[src/rtl/anton_neopixel_frame_scheduler.sv]
// Frame sequencer for the neopixel stream logic: start/stop pulses become init/run levels, frames end at streamSyncOf.
// Optional ANTON_SCHED_REPEAT_EN adds a per-start frame repeat count (cfgRepeat/repeatLeft).
module anton_neopixel_frame_scheduler #(
   parameter int FRAME_CNT_BITS = 16,
   parameter int INIT_TIMEOUT   = 64
) (
   input  logic                      clk6_4mhz,
   input  logic                      rst,
   input  logic                      cmdStart,
   input  logic                      cmdStop,
   input  logic                      cfgLoop,
   input  logic                      initSlowDone,
   input  logic                      streamPixelOf,
   input  logic                      streamSyncOf,
`ifdef ANTON_SCHED_REPEAT_EN
   input  logic [7:0]                cfgRepeat,
   output logic [7:0]                repeatLeft,
`endif
   output logic                      initSlow,
   output logic                      ctrlInit,
   output logic                      ctrlRun,
   output logic                      busy,
   output logic                      frameDone,
   output logic [FRAME_CNT_BITS-1:0] frameCount,
   output logic                      errInitTo
);

   localparam int TO_BITS = $clog2(INIT_TIMEOUT + 1);
   localparam logic [TO_BITS-1:0] TO_LAST = TO_BITS'(INIT_TIMEOUT - 1);

   typedef enum logic [2:0] {IDLE, INIT, WAIT_INIT, RUN, GAP} state_t;

   state_t                    state, stateNext;
   logic                      stopPending, stopPendingNext;
   logic [TO_BITS-1:0]        toCount, toCountNext;
   logic                      errNext;
   logic [FRAME_CNT_BITS-1:0] frameCountNext;
   logic                      frameEnd;
   logic                      continueFrame;
   logic                      startAccepted;

   assign frameEnd      = (state == GAP) && streamSyncOf;
   assign startAccepted = (state == IDLE) && cmdStart && !cmdStop;

   // A stop arriving on the boundary cycle itself also ends the sequence there.
`ifdef ANTON_SCHED_REPEAT_EN
   logic [7:0] repeatNext, repeatDec;
   assign repeatDec     = (repeatLeft == 8'd0) ? 8'd0 : repeatLeft - 8'd1;
   assign continueFrame = (cfgLoop || (repeatDec != 8'd0)) && !stopPending && !cmdStop;

   always_comb begin
      repeatNext = repeatLeft;
      if (startAccepted)
         repeatNext = (cfgRepeat == 8'd0) ? 8'd1 : cfgRepeat;
      else if (frameEnd)
         repeatNext = repeatDec;
   end
`else
   assign continueFrame = cfgLoop && !stopPending && !cmdStop;
`endif

   always_comb begin
      stateNext       = state;
      stopPendingNext = stopPending;
      toCountNext     = toCount;
      errNext         = errInitTo;
      frameCountNext  = frameCount;
      case (state)
         IDLE: begin
            toCountNext = '0;
            if (startAccepted) begin
               stateNext       = INIT;
               errNext         = 1'b0;
               stopPendingNext = 1'b0;
            end
         end
         INIT: begin
            toCountNext = '0;
            stateNext   = cmdStop ? IDLE : WAIT_INIT;
         end
         WAIT_INIT: begin
            if (cmdStop)
               stateNext = IDLE;
            else if (initSlowDone)
               stateNext = RUN;
            else if (toCount == TO_LAST) begin
               stateNext = IDLE;
               errNext   = 1'b1;
            end else
               toCountNext = toCount + TO_BITS'(1);
         end
         RUN: begin
            if (cmdStop)
               stopPendingNext = 1'b1;
            if (streamPixelOf)
               stateNext = GAP;
         end
         GAP: begin
            if (cmdStop)
               stopPendingNext = 1'b1;
            if (streamSyncOf) begin
               frameCountNext = frameCount + 1'b1;
               stateNext      = continueFrame ? RUN : IDLE;
            end
         end
         default: stateNext = IDLE;
      endcase
   end

   // Outputs are decoded from the next state so they change on the same edge as the state.
   always_ff @(posedge clk6_4mhz or posedge rst) begin
      if (rst) begin
         state       <= IDLE;
         stopPending <= 1'b0;
         toCount     <= '0;
         initSlow    <= 1'b0;
         ctrlInit    <= 1'b0;
         ctrlRun     <= 1'b0;
         busy        <= 1'b0;
         frameDone   <= 1'b0;
         frameCount  <= '0;
         errInitTo   <= 1'b0;
`ifdef ANTON_SCHED_REPEAT_EN
         repeatLeft  <= 8'd0;
`endif
      end else begin
         state       <= stateNext;
         stopPending <= stopPendingNext;
         toCount     <= toCountNext;
         initSlow    <= (stateNext == INIT);
         ctrlInit    <= (stateNext == INIT) || (stateNext == WAIT_INIT);
         ctrlRun     <= (stateNext == RUN) || (stateNext == GAP);
         busy        <= (stateNext != IDLE);
         frameDone   <= frameEnd;
         frameCount  <= frameCountNext;
         errInitTo   <= errNext;
`ifdef ANTON_SCHED_REPEAT_EN
         repeatLeft  <= repeatNext;
`endif
      end
   end

endmodule

[config.mk]
export PLATFORM = sky130hd
export DESIGN_NAME = anton_neopixel_frame_scheduler
export DESIGN_NICKNAME = d
export VERILOG_FILES = /design/src/rtl/anton_neopixel_frame_scheduler.sv
export SDC_FILE = /design/constraint.sdc
export NUM_CORES = 1
export LEC_CHECK = 0
export CORE_MARGIN = 2
export CORE_UTILIZATION = 55
export CTS_BUF_LIST = sky130_fd_sc_hd__clkbuf_16
export DETAILED_ROUTE_END_ITERATION = 12
export PLACE_DENSITY = 0.88
export SYNTH_ARGS = -nofsm -noshare
export SYNTH_HDL_FRONTEND = slang
export SYNTH_SLANG_ARGS = --single-unit
[constraint.sdc]
create_clock -name clk6_4mhz -period 4.4 [get_ports clk6_4mhz]
set_input_delay 0.44 -clock clk6_4mhz [delete_from_list [all_inputs] [get_ports clk6_4mhz]]
set_output_delay 0.44 -clock clk6_4mhz [all_outputs]
set_load 0.02 [all_outputs]
==> After elaboration in Yosys (flattened, before gate mapping) <==
Cells that the tools add are included.
{ "op_classes": {"addsub": 2, "eq_ne": 15, "muxes": 20, "n_reduce_logical": 20} }
{ "op_table": {"columns": ["operator", "n"], "rows": [
  ["7-bit 2-to-1 mux", 3],
  ["3-bit 2-to-1 mux", 6],
  ["16-bit by 1-bit adder with 16-bit output (second input constant)", 1],
  ["3-bit case mux with 5 select lines", 1],
  ["7-bit case mux with 2 select lines", 1],
  ["3-bit by 2-bit equality test with 1-bit output (second input constant)", 4],
  ["2-bit != test (second input constant)", 5],
  ["7-bit by 1-bit adder with 7-bit output (second input constant)", 1],
  ["7-bit by 6-bit equality test with 1-bit output (second input constant)", 1],
  ["3-bit by 1-bit equality test with 1-bit output (second input constant)", 2],
  ["3-bit equality test (second input constant)", 2],
  ["2-bit nonzero test", 3],
  ["1-bit logical AND", 5],
  ["1-bit 2-to-1 mux", 5],
  ["5-bit AND reduction", 1],
  ["2-bit 2-to-1 mux", 2],
  ["1-bit case mux with 2 select lines", 2],
  ["4-bit AND reduction", 1],
  ["2-bit OR reduction", 2],
  ["3-bit zero test", 1],
  ["3-bit AND reduction", 1],
  ["3-bit nonzero test", 1],
  ["1-bit zero test", 2],
  ["1-bit logical OR", 2],
  ["other kinds (2)", 2]
]} }
{ "totals": {"ff_bits": 33, "inputBits": 8, "output_inout_bits": 22, "wordCells": 67} }

==> Longest topological paths before layout <==
Gate-level depths: netlist (run 1).
{ "depth": {"depth_word": 8, "mapped_depth": 6, "mapped_depth_nobuf": 5} }

==> Least setup slack after synthesis (run 1) <==
No wires, ideal clock.
{ "synth_path": {"path_kind": "flip-flop to flip-flop", "startpoint": "reg toCount[0]", "endpoint": "reg busy", "setup_ns": 0.138, "t_arrival_ns": 1.468, "required_time_ns": 4.262, "setup_slack_ns": 2.794, "stages_incl_launch_ff": 6, "path_buffers": 0, "period_less_slack_ns": 1.606, "cell_sequence": "dfrtp_1 ha_1 nand3b_1 or3_1 a221oi_2 nand3_1"} }
{ "synth_via": {"elab_chain_cells": 6} }
{ "synth_rtl": {"columns": ["item", "line", "rtl"], "rows": [
  ["start, declared", "35", "logic [TO_BITS-1:0] toCount, toCountNext;"],
  ["start signal, assigned", "129", "toCount <= toCountNext;"],
  ["7-bit by 6-bit equality test with 1-bit output", "86", "else if (toCount == TO_LAST) begin"],
  ["3-bit 2-to-1 mux", "86", null],
  ["3-bit 2-to-1 mux", "84", "else if (initSlowDone)"],
  ["3-bit 2-to-1 mux", "82", "if (cmdStop)"],
  ["3-bit case mux with 5 select lines", "68", "case (state)"],
  ["3-bit nonzero test", "133", "busy <= (stateNext != IDLE);"],
  ["end signal, assigned", "133", null],
  ["end, declared", "22", "output logic busy,"]
]} }
Every way passes these cells.
A chain may end at the register's enable or synchronous reset.

==> Final worst setup path (run 1) <==
{ "layout_path": {"startpoint": "in streamSyncOf", "endpoint": "reg frameCount[14]"} }
{ "layout_via": {"elab_chain_cells": 1} }
{ "layout_rtl": {"columns": ["item", "line", "rtl"], "rows": [
  ["start, declared", "14", "input logic streamSyncOf,"],
  ["2-bit AND reduction (no source line)", null, null],
  ["end signal, assigned", "135", "frameCount <= frameCountNext;"],
  ["end, declared", "24", "output logic [FRAME_CNT_BITS-1:0] frameCount,"]
]} }
Every way passes these cells.

==> summary.txt, run 1 <==
Status
  • Status: complete, no violations

Clock tree
  • Number of buffers inserted to repair setup after CTS: 0
  • Cells resized by post-CTS repair: 0
  • Clock tree from TritonCTS: done
  • Maximum count of clock buffers along a single path: 2
  • Clock transition at the registers of the reported paths: around 50 ps
  • Total of hold buffers inserted after clock tree synthesis: 0
  • H-tree level count: 2
  • Number of buffers created by CTS: 5
  • Clock tree root driver cell: sky130_fd_sc_hd__clkbuf_16
  • Clk_lat worst skew: ~280 ps
  • TritonCTS Sinks: 33

Cells and area
  • Most used cells in the layout excluding fill and tap cells: sky130_fd_sc_hd__dfrtp_1, sky130_fd_sc_hd__clkdlybuf4s50_1, sky130_fd_sc_hd__xnor2_1, sky130_fd_sc_hd__nand2_1, sky130_fd_sc_hd__nor2_1
  • Area growth from synthesis to layout: 30.4%
  • Net count reported at finish: 189
  • Multi-input combinational cell area: slightly below 700 sq um
  • Fraction of final layout cells sized beyond drive strength 1: 0.0833
  • Register area: about 830 sq um
  • Most common library cell in the layout ignoring fill and taps: sky130_fd_sc_hd__dfrtp_1
  • Number of filler cells placed in the layout: between 150 and 200
  • Number of antenna repair diodes: 0

Logic synthesis
  • Warnings from Yosys: 0
  • Number of nets in the synthesized netlist: 155
  • Number of instances in the synthesized netlist: approximately 150
  • Sequential fraction of the synthesis area: 0.525
  • Number of library cell types mapped by synthesis: 40
  • Count of flip-flops with a built-in enable after synthesis: 0
  • Top_reg_cell synth: sky130_fd_sc_hd__dfrtp_1
  • Proportion of synthesized flip-flops having asynchronous set or reset: 1.00
  • Mean post-synth cell area: ~11 sq um
  • Total of flip-flops plus latches after synthesis: 33
  • Post-synthesis cell area: approximately 1600 sq um

Global route
  • Grt met1 use: 0.244
  • Met2 Resource Use GR: 0.383
  • Via count of the first global-routing pass: 1198
  • Grt peak-use layer: met2
  • Global route overflow: 0
  • Pin count of the biggest net entering global routing: 34
  • First-pass GRT wire length: approximately 5500 microns
  • Met3 Track Usage GR: 0.0862
  • Antenna violations before repair: 0
  • Total global-route track usage: 0.224

Die
  • Effective utilization at floorplan: 0.575
  • Number of top-level pins: 30
  • Chip Width: approximately 57 microns
  • Die footprint: about 3300 sq um
  • Standard-cell row count: 19
  • Placeable core region: around 2700 sq um
  • Overall die height: 57.5 microns

Hold path
  • Min-delay worst type: reg -> reg
  • Hold path cells: 1
  • HP Start: frameCount[15]
  • Endpoint with the worst hold slack: frameCount[15]

Worst setup path
  • Reg2Reg Setup Slack: around 2500 ps
  • Arrival time at the worst endpoint: between 2000 and 2500 ps
  • Critical-path top delay cell: sky130_fd_sc_hd__clkdlybuf4s50_1
  • Setup crit start kind: input port
  • Endpoint class of the critical path: register
  • Critical path type: in -> reg
  • Critical path, cell by cell: clkdlybuf4s50_1 > nand4bb_1 > nor3_4 > nand4_1 > xnor2_1
  • Worst path required time: 4560 ps
  • End of the worst register-to-register path: frameCount[14]
  • Largest fanout on the critical path: 8
  • Delay of the slowest critical-path stage: 490 ps
  • R2R depth: 4
  • Startpoint of the worst register-to-register path: state[0]

Route
  • Post-DRT Antenna Nets: 0
  • Via density per instance: 5.67
  • Average detailed-routed wire length per instance: 15.2 microns
  • Number of DRC violations after detailed-routing iteration 0: 22
  • Drt first pass iters: 4
  • Total detailed-routing wirelength: between 3000 and 4000 microns
  • DRC: 0
  • DR vias: 1196

Timing
  • Normalized max-slew margin: 0.690
  • Worst hold slack after final layout: 483 ps
  • Count of endpoints failing setup in the final report: 0
  • TNS Setup: 0 ps
  • Final setup skew: around 2.8 ps
  • Hold Violations, Final: 0
  • Slew @ Worst Pin: between 400 and 500 ps
  • FMAX: a little over 500 MHz
  • Number of slew-limit violations in the final report: 0
  • RSZ-0062 raised after global routing: false
  • Fraction of the cycle the final worst path needs: 0.439
  • Tmin final: approximately 1900 ps

Power
  • LEAKAGE: approximately 0.93 nW
  • IR Drop Worst-Case VDD: around 0.46 mV
  • Power consumption: approximately 900 uW
  • Cell area power density: around 440 nW/um^2

Place
  • DP HPWL: ~2300 microns
  • Total of buffers placed on input and output ports: 29
  • Routability cong.: 0.743

Job
  • Max_cap viols: 0
[how the worst max path moves through the flow]
| stage | from | endpoint | cells after the start |
|---|---|---|---|
| 3_5_place_dp | streamSyncOf | frameCount[12] | 5 |
| 3_3_place_gp | streamSyncOf | frameCount[14] | 5 |
| 4_1_cts | streamSyncOf | frameCount[14] | 5 |
| 2_1_floorplan | toCount[0] | busy | 5 |
| 5_1_grt | toCount[0] | busy | 5 |
| 6_report | streamSyncOf | frameCount[14] | 5 |
[power breakdown]
part           switching (mW)  internal [mW]  leakage, nW
sequential             0.0311          0.333        0.453
combinational          0.0904         0.0715        0.389
clock                   0.116          0.262       0.0826
total                   0.238          0.667        0.925
[critical path, delay by kind of cell]
family | cells | cell delay (ps)
xor+xnor | 1 | 150
simple gates | 3 | 1000
buf+inv | 1 | 490
[metrics by stage]
step,worst slack [ps],area (sq um),utilization,std cells
floorplan,2790,1570,-,145
global placement,2290,1890,0.690,203
detailed placement,2240,1890,0.690,203
CTS,2470,2050,0.750,211
global route,2360,2050,0.750,211
finish,2470,2050,0.750,211
[final cells by class]
| cell class | count | area share |
|---|---|---|
| tap | 31 | 0.0189 |
| inverter | 8 | 0.0147 |
| clock buffer | 5 | 0.0610 |
| sequential | 33 | 0.403 |
| multi-input combinational | 101 | 0.339 |
| clock inverter | 3 | 0.0183 |
| timing repair buffer | 30 | 0.145 |
[cell families (layout without fill, tap and decap cells)]
logic type | count (synthesis) | count (layout) | share of synthesized area
AND/OR/NAND/NOR | 62 | 62 | 0.239
multiplexers | 1 | 1 | 0.00637
XOR/XNOR | 18 | 18 | 0.100
adder cells (fa/ha/maj) | 2 | 2 | 0.0159
buffers and inverters | 11 | 46 | 0.0326
AO/OA/AOI/OAI | 18 | 18 | 0.0804
flip-flops | 33 | 33 | 0.525
[cells in the mapped netlist, drive strengths merged, types with 2 or more instances]
cell type,n,share of area
a21oi,6,0.019
and3,4,0.016
and4,2,0.011
and4bb,2,0.016
buf,3,0.014
dfrtp,33,0.53
ha,2,0.016
inv,8,0.019
nand2,13,0.031
nand3,6,0.022
nand4,5,0.020
nor2,13,0.031
nor3,6,0.029
o211ai,2,0.0096
o21ai,3,0.012
o22ai,2,0.0080
or3,2,0.0080
or3b,2,0.011
xnor2,13,0.072
xor2,5,0.028
[layer usage]
layer  vias to the layer above  share of wire
met4                         0          0.017
met2                        29           0.54
met3                         8          0.048
li1                        576              -
met5                         -              0
met1                       583           0.40
[sequential cells by signal, summed over array words and instances, names as in the netlist]
register     count
ctrlInit         1
state            3
toCount          7
ctrlRun          1
errInitTo        1
stopPending      1
busy             1
frameDone        1
initSlow         1
frameCount      16
(Power assumes the default switching activity.)
==> run 2, diff against run 1 <==
--- a/config.mk
+++ b/config.mk
@@ -6,10 +6,10 @@
 export NUM_CORES = 1
 export LEC_CHECK = 0
 export CORE_MARGIN = 2
-export CORE_UTILIZATION = 55
+export CORE_UTILIZATION = 51
 export CTS_BUF_LIST = sky130_fd_sc_hd__clkbuf_16
 export DETAILED_ROUTE_END_ITERATION = 12
-export PLACE_DENSITY = 0.88
+export PLACE_DENSITY = 0.83
 export SYNTH_ARGS = -nofsm -noshare
 export SYNTH_HDL_FRONTEND = slang
 export SYNTH_SLANG_ARGS = --single-unit
==> constraint.sdc (replaced) <==
create_clock -name clk6_4mhz -period 1.9 [get_ports clk6_4mhz]
set_input_delay 0.19 -clock clk6_4mhz [delete_from_list [all_inputs] [get_ports clk6_4mhz]]
set_output_delay 0.19 -clock clk6_4mhz [all_outputs]
set_load 0.02 [all_outputs]
==> run 2 against run 1 <==
Net effect:
- count of clock-buffer cells in the layout is the same
- sequential power is 130% higher
- wire length up 0.41%
- final cell count up 1.9%
- sequential share of layout area grew 0.099 points
- total power grew 120%
- via count is 0.50% higher
- combinational power is 140% higher
- largest cell class unchanged
==> summary.txt, run 2 (same netlist as run 1, synthesis figures left out) <==
Power
  • Register share of total power: 0.427 (+0.025)
  • Cell area power density: 956 nW/um^2 (+120%)
  • Internal power: 1.41 mW (+110%)
  • Switching Share: 0.279 (+0.0160)
  • LEAKAGE: 0.925 nW (about the same)
  • Power dissipated by switching net loads: 545 uW (+130%)
  • Power share of the clock group: 0.376 (-0.043)
  • Fraction of power consumed by combinational cells: 0.197 (+0.018)
  • IR Drop Worst-Case VDD: 0.906 mV (+97%)

Cells and area
  • Net count reported at finish: 192 (+1.6%)
  • Most flop-heavy register: frameCount
  • Share of the core filled with cells: 0.681 (-0.0688)
  • Number of flip-flops under the largest register name: 16 (unchanged)
  • Multi-input combinational cell area: 694 sq um (unchanged)
  • Area growth from synthesis to layout: 30.1%
  • Registers with the most flip-flops: frameCount (16), toCount (7), state (3)
  • Most used cells in the layout excluding fill and tap cells: sky130_fd_sc_hd__dfrtp_1, sky130_fd_sc_hd__clkdlybuf4s50_1, sky130_fd_sc_hd__xnor2_1, sky130_fd_sc_hd__nand2_1, sky130_fd_sc_hd__nor2_1
  • Number of filler cells placed in the layout: 232 (+37%)
  • Fraction of final layout cells sized beyond drive strength 1: 0.0934 (+0.0101)
  • Number of antenna repair diodes: 0 (unchanged)
  • Register area: 826 sq um (unchanged)
  • Most common library cell in the layout ignoring fill and taps: sky130_fd_sc_hd__dfrtp_1
  • Post-layout instance area: 2040 sq um (-0.24%)

Die
  • Effective utilization at floorplan: 0.523 (-0.0515)
  • Placeable core region: 3000 sq um (+9.8%)
  • Overall die height: 59.5 microns (+3.6%)
  • Standard-cell row count: 20 (+1)
  • Number of top-level pins: 30 (unchanged)
  • Die footprint: 3540 sq um (+7.3%)
  • Chip Width: 59.5 microns (+3.6%)

Worst setup path
  • Delay of the slowest critical-path stage: 390 ps (-100 ps)
  • Worst path required time: 2040 ps (-2520 ps)
  • Setup crit start kind: register
  • Critical path, cell by cell: ha_1 > nand3b_1 > or3_1 > a221oi_2 > nand3_1
  • Critical-path top delay cell: sky130_fd_sc_hd__dfrtp_1
  • Endpoint class of the critical path: register
  • Cell type group with the largest total delay on the critical path: simple AND/OR/NAND/NOR gates
  • Arrival time at the worst endpoint: 1830 ps (-260 ps)
  • R2R depth: 5 (+1)
  • Startpoint of the worst register-to-register path: toCount[0]
  • Reg2Reg Setup Slack: 210 ps (-2300 ps)
  • Largest fanout on the critical path: 5 (-3)
  • Buf+Inv Stages, Crit Path: 0 (-1)
  • End of the worst register-to-register path: busy
  • Critical path type: reg -> reg

Global route
  • Pin count of the biggest net entering global routing: 34 (unchanged)
  • Total global-route track usage: 0.207 (-0.0162)
  • Via count of the first global-routing pass: 1127 (-5.9%)
  • First-pass GRT wire length: 5310 microns (-2.5%)
  • Antenna violations before repair: 0 (unchanged)
  • Global route overflow: 0 (unchanged)

Clock tree
  • Cells resized by post-CTS repair: 0 (unchanged)
  • Clk_lat worst skew: 280 ps (about the same)
  • Number of buffers inserted to repair setup after CTS: 0 (unchanged)
  • Clock tree from TritonCTS: done
  • Number of buffers created by CTS: 5 (unchanged)
  • H-tree level count: 2 (unchanged)
  • TritonCTS Sinks: 33 (unchanged)
  • Clock transition at the registers of the reported paths: 50 ps (about the same)
  • Maximum count of clock buffers along a single path: 2 (unchanged)
  • Total of hold buffers inserted after clock tree synthesis: 0 (unchanged)
  • Clock tree root driver cell: sky130_fd_sc_hd__clkbuf_16

Route
  • Total detailed-routing wirelength: 3210 microns (+0.41%)
  • DRC: 0 (unchanged)
  • DR vias: 1202 (+0.50%)
  • Detailed-routed wire length on met3: 136 microns (-11%)
  • Via density per instance: 5.59 (-1.4%)
  • Average detailed-routed wire length per instance: 14.9 microns (-1.5%)
  • Drt first pass iters: 4 (unchanged)
  • Length of routed wiring on met1: 1410 microns (+11%)
  • Met2 routed wirelength: 1580 microns (-7.7%)
  • Number of DRC violations after detailed-routing iteration 0: 39 (+77%)
  • Top Layer Used: met4
  • Post-DRT Antenna Nets: 0 (unchanged)

Timing
  • TNS Setup: 0 ps (unchanged)
  • FMAX: between 500 and 600 MHz
  • Hold Violations, Final: 0 (unchanged)
  • Count of endpoints failing setup in the final report: 0 (unchanged)
  • Worst setup slack after layout: 206 ps (-2260 ps)
  • Final setup skew: 3.59 ps (+0.770 ps)
  • Fraction of the cycle the final worst path needs: 0.891
  • Slew @ Worst Pin: 425 ps (-38.4 ps)
  • Tmin final: between 1500 and 2000 ps
  • Worst hold slack after final layout: 308 ps (-174 ps)
  • Number of slew-limit violations in the final report: 0 (unchanged)
  • RSZ-0062 raised after global routing: false
  • Normalized max-slew margin: 0.716 (+0.0263)

Status
  • Status: complete, no violations

Place
  • Routability cong.: 0.820 (+10%)
  • Pre-CTS setup slack: -13.9 ps (-2260 ps)
  • Placed instance area: 1910 sq um (+1.3%)
  • Total of buffers placed on input and output ports: 29 (unchanged)
  • DP HPWL: 2330 microns (+0.82%)

Job
  • Max_cap viols: 0 (unchanged)

Hold path
  • Min-delay worst type: in -> async
-- run 2: final cells by class --
type,count,area share
clock buffers,5,0.0612
multi-input cells,101,0.340
inverters,8,0.0147
clock inverters,2,0.00367
well taps,33,0.0202
flip-flops and latches,33,0.404
repair buffers,33,0.157
-- run 2: how the worst max path moves through the flow --
stage,cells after the start,from,to
floorplan,5,toCount[0],busy
global placement,5,cmdStop,toCount[4]
detailed placement,5,cmdStop,toCount[4]
CTS,5,toCount[0],busy
global route,5,state[2],frameCount[5]
finish,5,toCount[0],busy
-- run 2: tightest hold or removal path, delay by kind of cell --
family	cells	cell delay (ps)
buffers and inverters	3	810
-- run 2: power groups by stage --
stage | sequential, mW | combinational (mW) | clock, mW
2_1_floorplan | 0.880 | 0.190 | 0
3_3_place_gp | 0.840 | 0.374 | 0
3_5_place_dp | 0.844 | 0.384 | 0
4_1_cts | 0.834 | 0.386 | 0.746
5_1_grt | 0.844 | 0.419 | 0.778
6_report | 0.834 | 0.385 | 0.735
-- run 2: stage by stage --
step                      instances  power, mW
final                           215       1.95
after global routing            215       2.04
after CTS                       215       1.97
after detailed placement        208       1.23
after global placement          208       1.21
after floorplan                 145       1.07
-- run 2: per-layer routing --
metal  up-vias  GRT usage
li1        585          -
met1       580      0.246
met2        29      0.338
met3         8     0.0721
met4         0     0.0952
met5         -          0
==> run 3, diff against run 2 <==
--- a/config.mk
+++ b/config.mk
@@ -5,11 +5,13 @@
 export SDC_FILE = /design/constraint.sdc
 export NUM_CORES = 1
 export LEC_CHECK = 0
+export CORE_ASPECT_RATIO = 0.7
 export CORE_MARGIN = 2
 export CORE_UTILIZATION = 51
 export CTS_BUF_LIST = sky130_fd_sc_hd__clkbuf_16
 export DETAILED_ROUTE_END_ITERATION = 12
 export PLACE_DENSITY = 0.83
+export SKIP_CTS_REPAIR_TIMING = 1
 export SYNTH_ARGS = -nofsm -noshare
 export SYNTH_HDL_FRONTEND = slang
 export SYNTH_SLANG_ARGS = --single-unit
==> run 3 against run 2 <==
Net effect:
- count of clock-buffer cells in the layout unchanged
- sequential share of layout area down 0.66 points
- combinational power fell by 3%
- final cell count increased by 1.9%
- clock skew about the same
- largest cell class unchanged
==> summary.txt, run 3 (same netlist as run 1, synthesis figures left out) <==
Worst setup path
  • Startpoint of the worst register-to-register path: state[0]
  • Largest fanout on the critical path: 10 (+5)
  • Arrival time at the worst endpoint: 1870 ps (+40 ps)
  • Worst path required time: 2090 ps (+50 ps)
  • End of the worst register-to-register path: frameCount[9]
  • Setup crit start kind: register
  • Reg2Reg Setup Slack: 220 ps (about the same)
  • Critical path type: reg -> reg
  • R2R depth: 5 (unchanged)
  • Endpoint class of the critical path: register

Global route
  • Global route overflow: 0 (unchanged)
  • First-pass GRT wire length: 5950 microns (+12%)
  • Via count of the first global-routing pass: 1230 (+9.1%)
  • Pin count of the biggest net entering global routing: 34 (unchanged)
  • Antenna violations before repair: 0 (unchanged)
  • Total global-route track usage: 0.224 (+0.0163)

Route
  • Average detailed-routed wire length per instance: 15.6 microns (+4.5%)
  • DR vias: 1220 (+1.5%)
  • DRC: 0 (unchanged)
  • Total detailed-routing wirelength: 3420 microns (+6.5%)
  • Number of DRC violations after detailed-routing iteration 0: 58 (+49%)
  • Post-DRT Antenna Nets: 0 (unchanged)
  • Drt first pass iters: 4 (unchanged)
  • Via density per instance: 5.57 (-0.36%)

Power
  • Cell area power density: 1010 nW/um^2 (+5.6%)
  • Register share of total power: 0.403 (-0.024)
  • Switching Share: 0.264 (-0.0152)
  • Power consumption: 2.10 mW (+7.4%)
  • Fraction of power consumed by combinational cells: 0.178 (-0.019)
  • Internal power: 1.55 mW (+9.6%)
  • IR Drop Worst-Case VDD: 0.602 mV (-34%)
  • Power dissipated by switching net loads: 553 uW (+1.5%)
  • Power share of the clock group: 0.419 (+0.043)
  • LEAKAGE: 0.938 nW (+1.4%)

Cells and area
  • Number of flip-flops under the largest register name: 16 (unchanged)
  • Share of the core filled with cells: 0.726 (+0.0451)
  • Net count reported at finish: 192 (unchanged)
  • Number of antenna repair diodes: 0 (unchanged)
  • Area growth from synthesis to layout: 32.2%
  • Most flop-heavy register: frameCount
  • Final non-filler cell total: 219 (+1.9%)
  • Most used cells in the layout excluding fill and tap cells: sky130_fd_sc_hd__dfrtp_1, sky130_fd_sc_hd__clkdlybuf4s50_1, sky130_fd_sc_hd__xnor2_1, sky130_fd_sc_hd__nand2_1, sky130_fd_sc_hd__nor2_1
  • Registers with the most flip-flops: frameCount (16), toCount (7), state (3)
  • Fraction of final layout cells sized beyond drive strength 1: 0.0984 (+0.00495)
  • Most common library cell in the layout ignoring fill and taps: sky130_fd_sc_hd__dfrtp_1

Clock tree
  • Clock transition at the registers of the reported paths: 50 ps (about the same)
  • TritonCTS Sinks: 33 (unchanged)
  • H-tree level count: 2 (unchanged)
  • Clock tree from TritonCTS: done
  • Clock tree root driver cell: sky130_fd_sc_hd__clkbuf_16
  • Number of buffers created by CTS: 5 (unchanged)
  • Clk_lat worst skew: 280 ps (about the same)
  • Maximum count of clock buffers along a single path: 2 (unchanged)

Status
  • Status: complete, no violations

Timing
  • Slew @ Worst Pin: 441 ps (+16.8 ps)
  • Fraction of the cycle the final worst path needs: 0.884 (-0.00710)
  • Normalized max-slew margin: 0.705 (-0.0112)
  • Final setup skew: 4.03 ps (+0.437 ps)
  • Hold Violations, Final: 0 (unchanged)
  • Count of endpoints failing setup in the final report: 0 (unchanged)
  • Tmin final: 1680 ps (-13.5 ps)
  • Number of slew-limit violations in the final report: 0 (unchanged)
  • FMAX: 595 MHz (+0.80%)
  • TNS Setup: 0 ps (unchanged)
  • RSZ-0062 raised after global routing: false

Die
  • Overall die height: 50.4 microns (-15%)
  • Die footprint: 3550 sq um (+0.20%)
  • Placeable core region: 2860 sq um (-4.7%)
  • Number of top-level pins: 30 (unchanged)
  • Standard-cell row count: 16 (-20%)
  • Effective utilization at floorplan: 0.549 (+0.0256)
  • Chip Width: 70.3 microns (+18%)

Hold path
  • Min-delay worst type: in -> async

Place
  • Total of buffers placed on input and output ports: 29 (unchanged)
  • Routability cong.: 0.934 (+14%)
  • DP HPWL: 2310 microns (-0.67%)
  • Number of placed instances, taps included: 211 (+1.4%)

Job
  • Max_cap viols: 0 (unchanged)
run 3: critical path, stage by stage, from the launching register on:
cell and delay (ps):
sky130_fd_sc_hd__dfrtp_1 500, sky130_fd_sc_hd__nand4bb_1 240, sky130_fd_sc_hd__buf_4 200, sky130_fd_sc_hd__nor3_2 230
sky130_fd_sc_hd__and4_1 260, sky130_fd_sc_hd__xor2_1 170
run 3: power groups by stage:
stage	clock network, mW	registers [mW]	logic, mW
finish	0.880	0.844	0.374
global route	0.940	0.854	0.410
CTS	0.891	0.844	0.375
detailed placement	0	0.854	0.368
global placement	0	0.849	0.359
floorplan	0	0.880	0.190
run 3: metal layers:
layer / wire length (microns) / share of wire / GRT usage / vias up
li1: - / - / - / 579
met3: 166 / 0.049 / 0.0663 / 4
met1: 1640 / 0.48 / 0.303 / 600
met5: 0 / 0 / 0 / -
met4: 44 / 0.013 / 0.106 / 0
met2: 1570 / 0.46 / 0.332 / 37
run 3: layout make-up:
class                   count  area (sq um)
clock buffers               5           125
clock inverters             3          37.5
fillers                   204           785
inverters                   8          30.0
multi-input cells         101           694
flip-flops and latches     33           826
well taps                  36          45.0
repair buffers             33           320
run 3: worst max path at each step:
stage | to | slack, ps | from
after global placement | toCount[4] | 90 | cmdStop
final | frameCount[9] | 220 | state[0]
after CTS | frameCount[9] | 230 | state[0]
after floorplan | busy | 290 | toCount[0]
after global routing | busy | 100 | toCount[0]
after detailed placement | toCount[4] | 20 | cmdStop
run 3: metrics by stage:
step	hold slack [ps]	worst slack, ps	cell area, sq um
after floorplan	319	294	1570
after global placement	461	86.2	1920
after detailed placement	474	15.4	1920
after CTS	340	228	2080
after global routing	373	101	2080
final	319	220	2080
